$ cat src/rtl/mem_port_arbiter_pkg.sv
// Shared types and constants for the two-requester memory port arbiter.
package mem_port_arbiter_pkg;

    localparam int unsigned ADDR_W = 32;
    localparam int unsigned DATA_W = 32;
    localparam int unsigned CNT_W  = 8;

    localparam logic [DATA_W-1:0] ERR_RDATA_DEF = 32'h0000_0000;

    typedef enum logic [1:0] {
        IDLE   = 2'd0,
        BUSY_I = 2'd1,
        BUSY_D = 2'd2
    } arbState_e;

    typedef enum logic {
        REQ_I = 1'b0,
        REQ_D = 1'b1
    } reqId_e;

    // Granted transaction, latched at the grant edge.
    typedef struct packed {
        logic [ADDR_W-1:0] addr;
        logic [DATA_W-1:0] wrData;
        logic              wr;
    } memReq_t;

    // Round-robin pick: with both eligible, the one not granted last wins.
    function automatic reqId_e pickWinner(input logic eligI, input logic eligD,
                                          input reqId_e lastGrant);
        if (eligD && (!eligI || (lastGrant == REQ_I))) begin
            return REQ_D;
        end
        return REQ_I;
    endfunction

endpackage

$ cat src/rtl/mem_port_timeout_ctr.sv
// Per-transaction wait counter; hitC flags the last allowed wait cycle.
module mem_port_timeout_ctr
    import mem_port_arbiter_pkg::*;
#(
    parameter int unsigned TIMEOUT = 16
) (
    input  logic clk,
    input  logic rstN,
    input  logic clear,
    input  logic enable,
    output logic hitC
);

    logic [CNT_W-1:0] count;

    // Count wait cycles; clear has priority over enable.
    always_ff @(posedge clk or negedge rstN) begin
        if (!rstN) begin
            count <= '0;
        end else if (clear) begin
            count <= '0;
        end else if (enable) begin
            count <= count + CNT_W'(1);
        end
    end

    assign hitC = (count == CNT_W'(TIMEOUT - 1));

endmodule

$ cat src/rtl/mem_port_arbiter.sv
// Arbitrates one DataMem-style port between fetch/loader (I) and load/store (D).
module mem_port_arbiter
    import mem_port_arbiter_pkg::*;
#(
    parameter int unsigned       TIMEOUT   = 16,
    parameter logic [DATA_W-1:0] ERR_RDATA = ERR_RDATA_DEF
) (
    input  logic              iClk,
    input  logic              iRst_n,
    input  logic              iIReq,
    input  logic [ADDR_W-1:0] iIAddr,
    output logic [DATA_W-1:0] oIRdData,
    output logic              oIAck,
    input  logic              iDReq,
    input  logic              iDWr,
    input  logic [ADDR_W-1:0] iDAddr,
    input  logic [DATA_W-1:0] iDWrData,
    output logic [DATA_W-1:0] oDRdData,
    output logic              oDAck,
    output logic              oMemRd,
    output logic              oMemWr,
    output logic [ADDR_W-1:0] oMemAddr,
    output logic [DATA_W-1:0] oMemWrData,
    input  logic [DATA_W-1:0] iMemRdData,
    input  logic              iMemAccessable,
    output logic              oBusErr,
    output logic [ADDR_W-1:0] oErrAddr
);

    arbState_e         state,     stateNext;
    reqId_e            lastGrant, lastGrantNext;
    memReq_t           grant,     grantNext;
    logic              memRd,     memRdNext;
    logic              memWr,     memWrNext;
    logic              iAck,      iAckNext;
    logic              dAck,      dAckNext;
    logic [DATA_W-1:0] iRdData,   iRdDataNext;
    logic [DATA_W-1:0] dRdData,   dRdDataNext;
    logic              busErr,    busErrNext;
    logic [ADDR_W-1:0] errAddr,   errAddrNext;

    logic              ctrClear;
    logic              ctrEnable;
    logic              toHit;
    logic              eligI;
    logic              eligD;
    logic              abortC;
    logic [DATA_W-1:0] rdVal;

    mem_port_timeout_ctr #(
        .TIMEOUT (TIMEOUT)
    ) uTimeoutCtr (
        .clk    (iClk),
        .rstN   (iRst_n),
        .clear  (ctrClear),
        .enable (ctrEnable),
        .hitC   (toHit)
    );

    // Next-state and next-output logic for the arbiter.
    always_comb begin
        stateNext     = state;
        lastGrantNext = lastGrant;
        grantNext     = grant;
        memRdNext     = memRd;
        memWrNext     = memWr;
        iAckNext      = 1'b0;
        dAckNext      = 1'b0;
        iRdDataNext   = iRdData;
        dRdDataNext   = dRdData;
        busErrNext    = busErr;
        errAddrNext   = errAddr;
        ctrClear      = 1'b0;
        ctrEnable     = 1'b0;
        rdVal         = iMemRdData;
        // A requester still seeing its ack must not be re-granted that cycle.
        eligI         = iIReq && !iAck;
        eligD         = iDReq && !dAck;
        abortC        = toHit && !iMemAccessable;

        case (state)
            IDLE: begin
                if (eligI || eligD) begin
                    ctrClear = 1'b1;
                    if (pickWinner(eligI, eligD, lastGrant) == REQ_D) begin
                        grantNext.addr   = iDAddr;
                        grantNext.wrData = iDWrData;
                        grantNext.wr     = iDWr;
                        memRdNext        = !iDWr;
                        memWrNext        = iDWr;
                        stateNext        = BUSY_D;
                    end else begin
                        grantNext.addr   = iIAddr;
                        grantNext.wrData = '0;
                        grantNext.wr     = 1'b0;
                        memRdNext        = 1'b1;
                        memWrNext        = 1'b0;
                        stateNext        = BUSY_I;
                    end
                end
            end

            BUSY_I, BUSY_D: begin
                if (iMemAccessable || toHit) begin
                    rdVal     = abortC ? ERR_RDATA : iMemRdData;
                    memRdNext = 1'b0;
                    memWrNext = 1'b0;
                    stateNext = IDLE;
                    if (state == BUSY_I) begin
                        iAckNext      = 1'b1;
                        iRdDataNext   = rdVal;
                        lastGrantNext = REQ_I;
                    end else begin
                        dAckNext      = 1'b1;
                        lastGrantNext = REQ_D;
                        if (!grant.wr) begin
                            dRdDataNext = rdVal;
                        end
                    end
                    if (abortC) begin
                        busErrNext = 1'b1;
                        if (!busErr) begin
                            errAddrNext = grant.addr;
                        end
                    end
                end else begin
                    ctrEnable = 1'b1;
                end
            end

            default: begin
                stateNext = IDLE;
                memRdNext = 1'b0;
                memWrNext = 1'b0;
            end
        endcase
    end

    // State and output registers; reset abandons any transaction without ack.
    always_ff @(posedge iClk or negedge iRst_n) begin
        if (!iRst_n) begin
            state     <= IDLE;
            lastGrant <= REQ_I;
            grant     <= '0;
            memRd     <= 1'b0;
            memWr     <= 1'b0;
            iAck      <= 1'b0;
            dAck      <= 1'b0;
            iRdData   <= '0;
            dRdData   <= '0;
            busErr    <= 1'b0;
            errAddr   <= '0;
        end else begin
            state     <= stateNext;
            lastGrant <= lastGrantNext;
            grant     <= grantNext;
            memRd     <= memRdNext;
            memWr     <= memWrNext;
            iAck      <= iAckNext;
            dAck      <= dAckNext;
            iRdData   <= iRdDataNext;
            dRdData   <= dRdDataNext;
            busErr    <= busErrNext;
            errAddr   <= errAddrNext;
        end
    end

    assign oIRdData   = iRdData;
    assign oIAck      = iAck;
    assign oDRdData   = dRdData;
    assign oDAck      = dAck;
    assign oMemRd     = memRd;
    assign oMemWr     = memWr;
    assign oMemAddr   = grant.addr;
    assign oMemWrData = grant.wrData;
    assign oBusErr    = busErr;
    assign oErrAddr   = errAddr;

endmodule

$ cat config.mk
export PLATFORM = sky130hd
export DESIGN_NAME = mem_port_arbiter
export DESIGN_NICKNAME = d
export VERILOG_FILES = /design/src/rtl/mem_port_arbiter_pkg.sv /design/src/rtl/mem_port_timeout_ctr.sv /design/src/rtl/mem_port_arbiter.sv
export SDC_FILE = /design/constraint.sdc
export NUM_CORES = 1
export LEC_CHECK = 0
export BUFFER_PORTS_ARGS = -buffer_cell sky130_fd_sc_hd__buf_2
export CORE_ASPECT_RATIO = 0.6
export CORE_MARGIN = 10
export CORE_UTILIZATION = 48
export DETAILED_ROUTE_END_ITERATION = 8
export PLACE_DENSITY = 0.9
export SYNTH_ARGS = -nofsm -noshare
export SYNTH_HDL_FRONTEND = slang
export SYNTH_SLANG_ARGS = --single-unit
$ cat constraint.sdc
create_clock -name iClk -period 2.6 [get_ports iClk]
set_clock_uncertainty 0.1 [all_clocks]
set_input_delay 0.26 -clock iClk [delete_from_list [all_inputs] [get_ports iClk]]
set_output_delay 0.26 -clock iClk [all_outputs]
set_load 0.01 [all_outputs]
==> results.sh <==
export IMPL_status="finished clean"
export IMPL_critical_path_max_stage_delay_ns=0.37
export IMPL_finalCritPeriodShare_pct=83.3
export IMPL_min_to="oIRdData[14]"
export IMPL_synthDistinctLibCells=37
export IMPL_fin_nets=1036
export IMPL_path_cells="inv_1, ha_1, nor2b_1, nand2_1, nor3_4, buf_12, mux2_2"
export IMPL_power_leakage_uw=0.00509
export IMPL_core_area_mm2=0.0148
export IMPL_gp_congestion=0.854
export IMPL_synth_edf_count=0
export IMPL_slew_headroom_pct=42.0
export IMPL_ant_nets=0
export IMPL_initialDrtViolationCount=461
export IMPL_numClockSinks=177
export IMPL_r2r_start="state[0]"
export IMPL_synthTopCellsByCount="dfrtp_1, a21oi_1, a32o_1, buf_4, nand2_1"
export IMPL_worstPathArrival_ns=2.35
export IMPL_wire_per_inst_um=21.8
export IMPL_ioPinCount=299
export IMPL_p_seq_share_pct=39.1
export IMPL_row_count=34
export IMPL_synthesis_area_mm2=0.00738
export IMPL_swShare_pct=38.5
export IMPL_critPathTopFamily="simple AND/OR/NAND/NOR gates"
export IMPL_htree_num_levels=4
export IMPL_port_buffers=298
export IMPL_avgSynthCellArea_um2=12.1
export IMPL_min_from="iMemRdData[14]"
export IMPL_crit_required_ns=2.78
export IMPL_fin_setup_tns_ns=0
export IMPL_holdWs_ns=0.0277
export IMPL_worst_pin_slew_ns=0.867
export IMPL_internal_power_uw=6820
export IMPL_initial_utilization_pct=50.0
export IMPL_synth_area_leaders="dfrtp_1, a32o_1, buf_4, mux2_2, a21oi_1"
export IMPL_clk_pin_slew_worst_paths_ns=0.07
export IMPL_r2r_end="oErrAddr[14]"
export IMPL_fill_cells=1050
export IMPL_max_freq_ghz=0.462
export IMPL_ctsResizeCount=0
export IMPL_synth_top_cell_area_share_pct=60.1
export IMPL_die_w_um=180
export IMPL_grt_setup_unrepaired="no"
export IMPL_root_buffer="clkbuf_16"
export IMPL_setup_violations=0
export IMPL_synth_most_common_cell="dfrtp_1"
export IMPL_pwr_share_comb_pct=38.5
export IMPL_dr_pass1_iters=5
export IMPL_grt_pass1_wl_um=37700
export IMPL_dp_slack_ns=0.446
export IMPL_synthCells=608
export IMPL_path_buf_inv=2
export IMPL_clock_path_buffers=2
export IMPL_clk_latency_ns=0.40
export IMPL_yosysSeqAreaShare_pct=60.1
export IMPL_cap_viol_max_count=0
export IMPL_synthToLayoutAreaGrowth_pct=34.2
export IMPL_vdd_drop_max_mv=0.635
export IMPL_route_vias_total=6223
export IMPL_postSynth_asyncResetShare_pct=100
export IMPL_slowest_stage="dfrtp_1"
export IMPL_post_route_min_period_ns=2.16
export IMPL_powerDensity_mw_per_mm2=1120
export IMPL_hold_depth=2
export IMPL_grt_max_degree=65
export IMPL_dieHeight_um=116
export IMPL_vias_per_cell=5.60
export IMPL_finalHoldViolations=0
export IMPL_start_kind="flop"
export IMPL_yosys_most_used_dff="dfrtp_1"
export IMPL_cp_max_fo=32
export IMPL_final_layout_size_suffix_gt1_share_pct=41.4
export IMPL_cp_end_kind="flop"
export IMPL_route_detailed_drc=0
export IMPL_synth_top_area_cell="dfrtp_1"
export IMPL_r2r_cells=7
export IMPL_die_area_mm2=0.0209
export IMPL_track_usage_pct=22.5
export IMPL_maxSlewViolCount=0
export IMPL_grt_antenna_before_repair=4
export IMPL_power_uw=11100
export IMPL_synth_warnings=0
export IMPL_cts_buffers=17
export IMPL_switchingPower_uw=4270
export IMPL_cts_tree="done"
export IMPL_r2r_slack_ns=0.44
export IMPL_grt_overflow_total=0
export IMPL_dp_hpwl_um=16100
export IMPL_worstSetupPathType="reg2reg"
export IMPL_hold_path_class="in2reg"
export IMPL_synth_seq_cells=177
export IMPL_fin_ws_ns=0.435
export IMPL_grt_pass1_vias=6423
export IMPL_routed_wl_um=24300
export IMPL_power_frac_clock_pct=22.4
export IMPL_syn_nets=745
-- final cells by class --
type | instances | area, um2 | area share (%)
repair buffers | 381 | 2360 | 23.8
clock inverters | 13 | 140 | 1.42
clock buffers | 19 | 443 | 4.47
diodes | 2 | 5.00 | 0.0506
multi-input cells | 318 | 2260 | 22.9
well taps | 198 | 248 | 2.50
flip-flops and latches | 177 | 4430 | 44.7
inverters | 4 | 15.0 | 0.152
-- state kept, by name, summed over array words and instances (netlist names), 2 cells and up --
signal and count:
oDRdData 32, state 2, oMemWrData 32, oMemAddr 32, oIRdData 32, oErrAddr 32, uTimeoutCtr.count 8
-- per-layer routing --
layer | vias to the layer above | share of wire (%) | track usage [%]
met5 | - | 0.11 | 0
met4 | 4 | 1.4 | 5.82
met3 | 35 | 12 | 8.66
met2 | 355 | 49 | 37.5
met1 | 3084 | 38 | 27.3
li1 | 2745 | - | -
-- timing repair --
item | in CTS | in global routing
hold buffers | 68 | 1
endpoints found under the setup margin | 0 | 0
setup buffers | 0 | 0
endpoints found under the hold margin | 128 | 1
-- worst max path at each step --
stage | cells after the start | end | slack [ns] | from
final | 7 | oErrAddr[14] | 0.44 | state[0]
after detailed placement | 7 | oErrAddr[14] | 0.45 | state[0]
after CTS | 7 | oErrAddr[14] | 0.43 | state[0]
after global routing | 7 | oErrAddr[15] | 0.27 | state[0]
after global placement | 7 | oErrAddr[25] | 0.51 | state[0]
after floorplan | 7 | oErrAddr[10] | 0.61 | state[0]
-- power groups by stage --
| stage | logic, uW | registers, uW | clock network [uW] |
|---|---|---|---|
| CTS | 4270 | 4300 | 2530 |
| global placement | 4070 | 4270 | 0 |
| detailed placement | 4180 | 4340 | 0 |
| finish | 4270 | 4330 | 2480 |
| global route | 4630 | 4440 | 2640 |
| floorplan | 2700 | 4450 | 0 |
-- logic make-up after synthesis --
family	share of synthesized area, %
fa+ha+maj	0.509
mux	5.02
compound gates	18.6
simple gates	5.89
flops	60.1
buf+inv	9.48
xor+xnor	0.475
-- placed cells by master (no fill, tap or decap), drive strengths merged, types with 5 or more instances in the layout --
cell / synthesis / routed
nand2: 41 / 41
dfrtp: 177 / 177
inv: 4 / 11
nor2: 40 / 40
a21oi: 67 / 67
clkbuf: 30 / 19
a32o: 66 / 66
clkinv: 0 / 5
buf: 79 / 312
dlygate4sd3: 0 / 69
mux2: 32 / 32
a22o: 35 / 35
-- per-stage QoR --
stage / std cells / area (um2) / utilization [%]
final: 1112 / 9900 / 67.1
after global routing: 1112 / 9900 / 67.1
after floorplan: 608 / 7380 / -
after detailed placement: 1009 / 8620 / 58.4
after CTS: 1109 / 9880 / 67.0
after global placement: 1009 / 8620 / 58.4
Note: power is estimated with default switching activity, not from simulation.
